===== src/rtl/seq_gen_if.sv =====
// seq_gen_if: start handshake and serial output bundle for seq_pattern_gen (idle_gap only with SEQ_GEN_GAP_EN)
interface seq_gen_if #(
  parameter int PAT_W = 4,
  parameter int CNT_W = 4
`ifdef SEQ_GEN_GAP_EN
  , parameter int GAP_W = 3
`endif
);
  logic             start_valid;
  logic             start_ready;
  logic [PAT_W-1:0] pattern;
  logic [CNT_W-1:0] repeat_cnt;
`ifdef SEQ_GEN_GAP_EN
  logic [GAP_W-1:0] idle_gap;
`endif
  logic             seq_out;
  logic             seq_valid;
  logic             busy;
  logic             done;
  modport master (
`ifdef SEQ_GEN_GAP_EN
    output idle_gap,
`endif
    output start_valid, pattern, repeat_cnt,
    input  start_ready, seq_out, seq_valid, busy, done
  );
  modport slave (
`ifdef SEQ_GEN_GAP_EN
    input  idle_gap,
`endif
    input  start_valid, pattern, repeat_cnt,
    output start_ready, seq_out, seq_valid, busy, done
  );
endinterface


===== src/rtl/seq_pattern_gen.sv =====
// seq_pattern_gen: MSB-first serial pattern transmitter with repeat count; SEQ_GEN_GAP_EN adds inter-repeat idle gaps
module seq_pattern_gen #(
  parameter int PAT_W = 4,
  parameter int CNT_W = 4
`ifdef SEQ_GEN_GAP_EN
  , parameter int GAP_W = 3
`endif
) (
  input logic      clk,
  input logic      reset,
  seq_gen_if.slave bus
);
  localparam int BW = $clog2(PAT_W);
`ifdef SEQ_GEN_GAP_EN
  typedef enum logic [2:0] {IDLE = 3'b001, SHIFT = 3'b010, GAP = 3'b100} state_e;
  logic [GAP_W-1:0] gap_len_q, gap_len_d, gap_q, gap_d;
`else
  typedef enum logic [1:0] {IDLE = 2'b01, SHIFT = 2'b10} state_e;
`endif
  state_e state_q, state_d;
  logic [PAT_W-1:0] pat_q, pat_d, sh_q, sh_d;
  logic [BW-1:0] idx_q, idx_d;
  logic [CNT_W-1:0] rep_q, rep_d;
  logic done_q, done_d;
  always_ff @(posedge clk or posedge reset) begin
    if (reset) begin
      state_q <= IDLE;
      pat_q <= '0;
      sh_q <= '0;
      idx_q <= '0;
      rep_q <= '0;
      done_q <= 1'b0;
`ifdef SEQ_GEN_GAP_EN
      gap_len_q <= '0;
      gap_q <= '0;
`endif
    end else begin
      state_q <= state_d;
      pat_q <= pat_d;
      sh_q <= sh_d;
      idx_q <= idx_d;
      rep_q <= rep_d;
      done_q <= done_d;
`ifdef SEQ_GEN_GAP_EN
      gap_len_q <= gap_len_d;
      gap_q <= gap_d;
`endif
    end
  end
  // sh_q is kept zero outside SHIFT so seq_out needs no gating
  always_comb begin
    state_d = state_q;
    pat_d = pat_q;
    sh_d = sh_q;
    idx_d = idx_q;
    rep_d = rep_q;
    done_d = 1'b0;
`ifdef SEQ_GEN_GAP_EN
    gap_len_d = gap_len_q;
    gap_d = gap_q;
`endif
    if (state_q == IDLE) begin
      if (bus.start_valid) begin
        done_d = bus.repeat_cnt == '0;
        if (bus.repeat_cnt != '0) begin
          state_d = SHIFT;
          pat_d = bus.pattern;
          sh_d = bus.pattern;
          idx_d = BW'(PAT_W - 1);
          rep_d = bus.repeat_cnt - 1'b1;
`ifdef SEQ_GEN_GAP_EN
          gap_len_d = bus.idle_gap;
`endif
        end
      end
    end else if (state_q == SHIFT) begin
      sh_d = sh_q << 1;
      idx_d = idx_q - 1'b1;
      if (idx_q == '0) begin
        idx_d = BW'(PAT_W - 1);
        if (rep_q == '0) begin
          state_d = IDLE;
          done_d = 1'b1;
          sh_d = '0;
        end else begin
          rep_d = rep_q - 1'b1;
          sh_d = pat_q;
`ifdef SEQ_GEN_GAP_EN
          if (gap_len_q != '0) begin
            state_d = GAP;
            sh_d = '0;
            gap_d = gap_len_q;
          end
`endif
        end
      end
    end
`ifdef SEQ_GEN_GAP_EN
    else if (state_q == GAP) begin
      gap_d = gap_q - 1'b1;
      state_d = gap_q == GAP_W'(1) ? SHIFT : GAP;
      sh_d = gap_q == GAP_W'(1) ? pat_q : '0;
    end
`endif
  end
  assign bus.start_ready = state_q == IDLE;
  assign bus.busy = state_q != IDLE;
  assign bus.seq_valid = state_q == SHIFT;
  assign bus.seq_out = sh_q[PAT_W-1];
  assign bus.done = done_q;
endmodule


===== src/flat_wrapper.sv =====
// flat-port wrapper written by rule: the top's interface ports become plain ports
module seq_pattern_gen_flat 
#(
  parameter int PAT_W = 4,
  parameter int CNT_W = 4

)
  (clk, reset, bus_start_valid, bus_pattern, bus_repeat_cnt, bus_start_ready, bus_seq_out, bus_seq_valid, bus_busy, bus_done);
  seq_gen_if #(.PAT_W(PAT_W), .CNT_W(CNT_W)) bus_i ();
  input logic clk;
  input logic reset;
  input wire logic [$bits(bus_i.start_valid)-1:0] bus_start_valid;
  input wire logic [$bits(bus_i.pattern)-1:0] bus_pattern;
  input wire logic [$bits(bus_i.repeat_cnt)-1:0] bus_repeat_cnt;
  output wire logic [$bits(bus_i.start_ready)-1:0] bus_start_ready;
  output wire logic [$bits(bus_i.seq_out)-1:0] bus_seq_out;
  output wire logic [$bits(bus_i.seq_valid)-1:0] bus_seq_valid;
  output wire logic [$bits(bus_i.busy)-1:0] bus_busy;
  output wire logic [$bits(bus_i.done)-1:0] bus_done;
  assign bus_i.start_valid = bus_start_valid;
  assign bus_i.pattern = bus_pattern;
  assign bus_i.repeat_cnt = bus_repeat_cnt;
  assign bus_start_ready = bus_i.start_ready;
  assign bus_seq_out = bus_i.seq_out;
  assign bus_seq_valid = bus_i.seq_valid;
  assign bus_busy = bus_i.busy;
  assign bus_done = bus_i.done;
  seq_pattern_gen #(.PAT_W(PAT_W), .CNT_W(CNT_W)) u_core (.clk(clk), .reset(reset), .bus(bus_i));
endmodule

===== config.mk =====
export PLATFORM = sky130hd
export DESIGN_NAME = seq_pattern_gen_flat
export DESIGN_NICKNAME = d
export VERILOG_FILES = /design/src/rtl/seq_gen_if.sv /design/src/rtl/seq_pattern_gen.sv /design/src/flat_wrapper.sv
export SDC_FILE = /design/constraint.sdc
export NUM_CORES = 1
export LEC_CHECK = 0
export BUFFER_PORTS_ARGS = -buffer_cell sky130_fd_sc_hd__buf_2
export CAP_MARGIN = 20
export CORE_ASPECT_RATIO = 1.75
export CORE_UTILIZATION = 38
export DETAILED_ROUTE_END_ITERATION = 10
export GPL_TIMING_DRIVEN = 0
export PLACE_DENSITY = 0.58
export SLEW_MARGIN = 0
export SYNTH_ARGS = -nofsm -noshare
export SYNTH_HDL_FRONTEND = slang
export SYNTH_SLANG_ARGS = --single-unit

===== constraint.sdc =====
create_clock -name clk -period 2.6 [get_ports clk]
set_clock_uncertainty 0.1 [all_clocks]
set_input_delay 0.52 -clock clk [delete_from_list [all_inputs] [get_ports clk]]
set_output_delay 0.52 -clock clk [all_outputs]
set_load 0.01 [all_outputs]

; Word-level counts from Yosys, hierarchy flattened
; Cells that the tools add are included.
[totals]
reg_bits = 17
in_bits = 11
output_inout_bits = 5
word_cells = 54
[classes]
n_addsub = 3
eq_ne = 6
mux = 28
reduce_logical = 11
[op_table]
columns = op, n
row1 = $mux W4, 12
row2 = $mux W2, 11
row3 = $reduce_and A5 Y1, 2
row4 = $logic_not A4 Y1, 2
row5 = $sub A4 B1 Y4 const B, 2
row6 = $reduce_and A3 Y1, 2
row7 = $reduce_bool A2 Y1, 3
row8 = $mux W1, 5
row9 = $ne A2 B1 Y1 const B, 2
row10 = $ne A2 B2 Y1 const B, 2
row11 = $reduce_bool A4 Y1, 1
row12 = $eq A2 B1 Y1 const B, 1
row13 = $eq A2 B2 Y1 const B, 1
row14 = $logic_not A2 Y1, 1
row15 = $sub A2 B1 Y2 const B, 1

; Logic depth before layout (Yosys ltp)
[depth]
depth_word = 5
mapped_depth = 9
ltp_nobuf = 7

; Worst setup path after synthesis
; OpenSTA, ideal clock, no wires.
[synth_path]
kind = register -> register
start = reg u_core.state_q[0]
end = reg u_core.rep_q[2]
setup_ps = 121
arrival_time_ps = 1978
t_required_ps = 2379
slack_ps = 401
stages_incl_launch_ff = 9
n_path_buf = 2
synth_period_minus_slack_ps = 2199
cell_sequence = dfstp_2 > ha_1 > buf_6 > clkbuf_1 > mux2i_1 > ha_1 > xnor2_1 > o21ai_0 > a22o_1
[synth_between]
elab_chain_cells = 3
word_cells_on_any_way = 9
classes_between = eq/ne (5) / mux (1) / reduce/logical (3)
[synth_lines]
columns = element, line_no
row1 = from (decl), seq_pattern_gen.sv:20  ; state_e state_q, state_d;
row2 = from (signal assigned), seq_pattern_gen.sv:38  ; state_q <= state_d;
row3 = $eq A2 B1 Y1 (*), --
row4 = named net bus_start_ready, flat_wrapper.sv:15  ; output wire logic [$bits(bus_i.start_ready)-1:0] bus_start_ready;
row5 = $ne A2 B2 Y1 (no line) (tied with other cells), --
row6 = $reduce_and A5 Y1 (no line), --
row7 = to (signal assigned), seq_pattern_gen.sv:42  ; rep_q <= rep_d;
row8 = to (decl), seq_pattern_gen.sv:23  ; logic [CNT_W-1:0] rep_q, rep_d;
; Mark *: on every way through the listed nets, which the timed path passes. The rest lies on a longest branch.
; A chain may end at the register's enable or synchronous reset.

; Worst setup path after layout
[layout_path]
start = reg u_core.state_q[0]
end = reg u_core.rep_q[2]
[layout_between]
elab_chain_cells = 3
word_cells_on_any_way = 9
classes_between = eq/ne (5) / mux (1) / reduce/logical (3)
[layout_lines]
columns = element, line_no
row1 = $eq A2 B1 Y1 / $eq A2 B2 Y1 (equally long branches), "seq_pattern_gen.sv:62, seq_pattern_gen.sv:76"
row2 = $ne A2 B2 Y1 (no line) (tied with other cells), --
row3 = $reduce_and A5 Y1 (no line), --
; Parallel ways exist; a longest one is shown, timed or not.

==> load_flow_metrics.sql <==
INSERT INTO impl_metrics (metric_group, metric, value, unit) VALUES
('place', 'routabilityCongestion', '0.6925', ''),
('cells_and_area', 'final_stage_net_count', '123', ''),
('pwr', 'leakage', '0.4895', 'nW'),
('place', 'post-place-ws', '0.2429', 'ns'),
('floorplan', 'floorplan.initialDensity', '0.4071', ''),
('sta', 'unrepaired_setup_endpoints_after_global_routing', 'false', ''),
('worst_hold_path', 'holdCritPathClass', 'input port to async pin', ''),
('clock_tree', 'cts_htree_levels', '1', ''),
('critical_path', 'cpMaxStageDelayCell', 'sky130_fd_sc_hd__dfstp_2', ''),
('cells_and_area', 'layout.cell_area.non_filler', '1089', 'um2'),
('clock_tree', 'cts_inserted_buffers', '3', ''),
('cells_and_area', 'final.fill_count', '237', ''),
('sta', 'period_needed', '2.360', 'ns'),
('place', 'dpl.hpwl', '1496', 'um'),
('detailed_routing', 'drt-total-wl', '1970', 'um'),
('floorplan', 'core', '2302', 'um2'),
('clock_tree', 'cts_tree', 'built', ''),
('detailed_routing', 'total_iterations_of_the_first_detailed_routing_run', '4', ''),
('detailed_routing', 'drt-vias-per-instance', '5.583', ''),
('clock_tree', 'clk_pin_slew', '0.07', 'ns'),
('clock_tree', 'clkSinkCount', '17', ''),
('pwr', 'vdd_ir_drop_max', '0.4388', 'mV'),
('critical_path', 'critical_path.startpoint_type', 'register', ''),
('logic_synthesis', 'synthArstFlopShare', '1.000', ''),
('global_routing', 'first_pass_grt_wire_length', '3298', 'um'),
('critical_path', 'endpoint_kind', 'register', ''),
('detailed_routing', 'route.vias.total', '737', ''),
('sta', 'report.final.setup_viol', '0', ''),
('cells_and_area', 'final_layout_size_suffix_gt1_frac', '0.2430', ''),
('clock_tree', 'ctsLongestPathBuffers', '2', ''),
('pwr', 'internal-power', '0.7488', 'mW'),
('logic_synthesis', 'synth_edf_count', '0', ''),
('sta', 'hold_violations', '0', ''),
('place', 'io_port_bufs', '15', ''),
('critical_path', 'cp.arrival', '2.40', 'ns'),
('floorplan', 'number_of_cell_rows', '23', ''),
('cells_and_area', 'n_antenna_cell', '0', ''),
('critical_path', 'cp_data_required_time', '2.64', 'ns'),
('logic_synthesis', 'seq_area_frac_synth', '0.4553', ''),
('logic_synthesis', 'ys.flop_type', 'sky130_fd_sc_hd__dfrtp_1', ''),
('pwr', 'power', '1.223', 'mW'),
('logic_synthesis', 'synth.avg_cell_area', '10.65', 'um2'),
('pwr', 'seqPwrFrac', '0.380', ''),
('pwr', 'power_per_cell_area', '1124', 'nW/um2'),
('sta', 'final_setup_margin', '0.2402', 'ns'),
('floorplan', 'die_area', '2677', 'um2'),
('pwr', 'switching_power', '0.4744', 'mW'),
('critical_path', 'cpPeakStageDelay', '0.54', 'ns'),
('place', 'postPlaceCellArea', '1044', 'um2'),
('clock_tree', 'worst_skew_pair.late_latency', '0.25', 'ns'),
('global_routing', 'grt_max_degree', '18', ''),
('sta', 'worst_margin_slew', '0.6834', 'ns'),
('critical_path', 'cp_max_fo', '10', ''),
('critical_path', 'cp_cell_sequence', 'ha_1, buf_6, clkbuf_1, mux2i_1, ha_1, xnor2_1, o21ai_0, a22o_1', ''),
('logic_synthesis', 'ys_ff_latch', '17', ''),
('run_status', 'status', 'finished clean', ''),
('pwr', 'power.clock.fraction', '0.162', ''),
('critical_path', 'critPathMostFrequentCell', 'sky130_fd_sc_hd__ha_1', ''),
('pwr', 'combinationalPowerShare', '0.458', ''),
('flow_run', 'maxCapViolations', '0', ''),
('detailed_routing', 'postRouteAntennaNets', '0', ''),
('pwr', 'netSwitchingFraction', '0.3878', ''),
('detailed_routing', 'routedWlPerCell', '14.92', 'um'),
('global_routing', 'antenna_violations_before_repair', '0', ''),
('global_routing', 'grt_use_total', '0.1825', ''),
('global_routing', 'global_route.overflow_total', '0', ''),
('logic_synthesis', 'netlist_instances', '88', ''),
('floorplan', 'die_y', '67.70', 'um'),
('detailed_routing', 'initialDrtViolationCount', '17', ''),
('sta', 'maxSlewHeadroom', '0.5439', ''),
('clock_tree', 'clock_tree.root_cell', 'sky130_fd_sc_hd__clkbuf_8', '');
-- metrics by stage --
| stage | cells | hold slack, ns | utilization |
|---|---|---|---|
| floorplan | 88 | 0.3453 | - |
| global placement | 128 | 0.3580 | 0.4533 |
| detailed placement | 128 | 0.3654 | 0.4533 |
| CTS | 132 | 0.2775 | 0.4728 |
| global route | 132 | 0.3178 | 0.4728 |
| finish | 132 | 0.2621 | 0.4728 |
-- area by class of cell --
cell class | instances | area [um2] | area share
clock buffers | 4 | 45.04 | 0.04138
repair buffers | 15 | 75.07 | 0.06897
inverters | 7 | 26.28 | 0.02414
well taps | 25 | 31.28 | 0.02874
plain buffers | 3 | 20.02 | 0.01839
flip-flops and latches | 17 | 426.7 | 0.3920
multi-input cells | 61 | 464.2 | 0.4264
-- cell usage after synthesis, drive strengths merged (2+ instances only) --
| library cell | number | area, um2 |
|---|---|---|
| ha | 4 | 50.05 |
| dfrtp | 16 | 400.4 |
| mux2i | 2 | 20.02 |
| a221oi | 3 | 26.28 |
| mux2 | 5 | 56.30 |
| a21o | 2 | 15.01 |
| nor3 | 2 | 10.01 |
| buf | 2 | 16.26 |
| a21oi | 2 | 10.01 |
| inv | 7 | 26.28 |
| nand2 | 7 | 26.28 |
| nor4 | 3 | 40.04 |
| nor2 | 9 | 33.78 |
| o21ai | 6 | 33.78 |
| o31ai | 3 | 22.52 |
-- logic make-up after synthesis --
kind of cell / count (synthesis) / share of synthesized area
simple gates: 27 / 0.1656
compound gates: 22 / 0.1856
flops: 17 / 0.4553
buf+inv: 10 / 0.04939
mux: 7 / 0.08144
fa+ha+maj: 4 / 0.05341
xor+xnor: 1 / 0.009348
-- placed cells by master, fill, tap and decap left out, types with 2 or more instances in the layout --
master and count:
sky130_fd_sc_hd__a21o_1 2, sky130_fd_sc_hd__a21oi_1 2, sky130_fd_sc_hd__a221oi_1 3, sky130_fd_sc_hd__buf_2 16, sky130_fd_sc_hd__clkbuf_1 2, sky130_fd_sc_hd__clkbuf_8 3, sky130_fd_sc_hd__dfrtp_1 16, sky130_fd_sc_hd__ha_1 4
sky130_fd_sc_hd__inv_1 7, sky130_fd_sc_hd__mux2_1 5, sky130_fd_sc_hd__mux2i_1 2, sky130_fd_sc_hd__nand2_1 7, sky130_fd_sc_hd__nor2_1 9, sky130_fd_sc_hd__nor3_1 2, sky130_fd_sc_hd__o21ai_1 4, sky130_fd_sc_hd__o31ai_1 3
-- worst paths after layout --
kind | start | endpoint | slack, ns | cells past startpoint
max in group asynchronous | reset | u_core.pat_q[2] | 1.70 | 2
min in group clk | u_core.sh_q[3] | u_core.sh_q[3] | 0.38 | 2
hold / removal | reset | u_core.bus.done | 0.26 | 2
setup reg to reg | u_core.state_q[0] | u_core.rep_q[2] | 0.24 | 8
setup / recovery | u_core.state_q[0] | u_core.rep_q[2] | 0.24 | 8
hold reg to reg | u_core.sh_q[3] | u_core.sh_q[3] | 0.38 | 2
-- registers in the layout (all words and copies together) (netlist names) --
name,flops
u_core.state_q,2
u_core.sh_q,4
u_core.bus.done,1
u_core.rep_q,4
u_core.idx_q,2
u_core.pat_q,4
-- metal layers --
metal / routed length, um / track usage / vias up
met1: 805 / 0.1954 / 358
met4: 47 / 0.1034 / 0
met5: 0 / 0 / -
met3: 44 / 0.01974 / 5
met2: 1072 / 0.3238 / 18
li1: - / - / 356
-- power groups by stage --
stage | clock (mW) | combinational (mW) | sequential (mW)
global route | 0.213 | 0.643 | 0.478
CTS | 0.202 | 0.572 | 0.464
finish | 0.198 | 0.560 | 0.465
floorplan | 0 | 0.444 | 0.452
detailed placement | 0 | 0.571 | 0.469
global placement | 0 | 0.554 | 0.465
(Power assumes the default switching activity.)
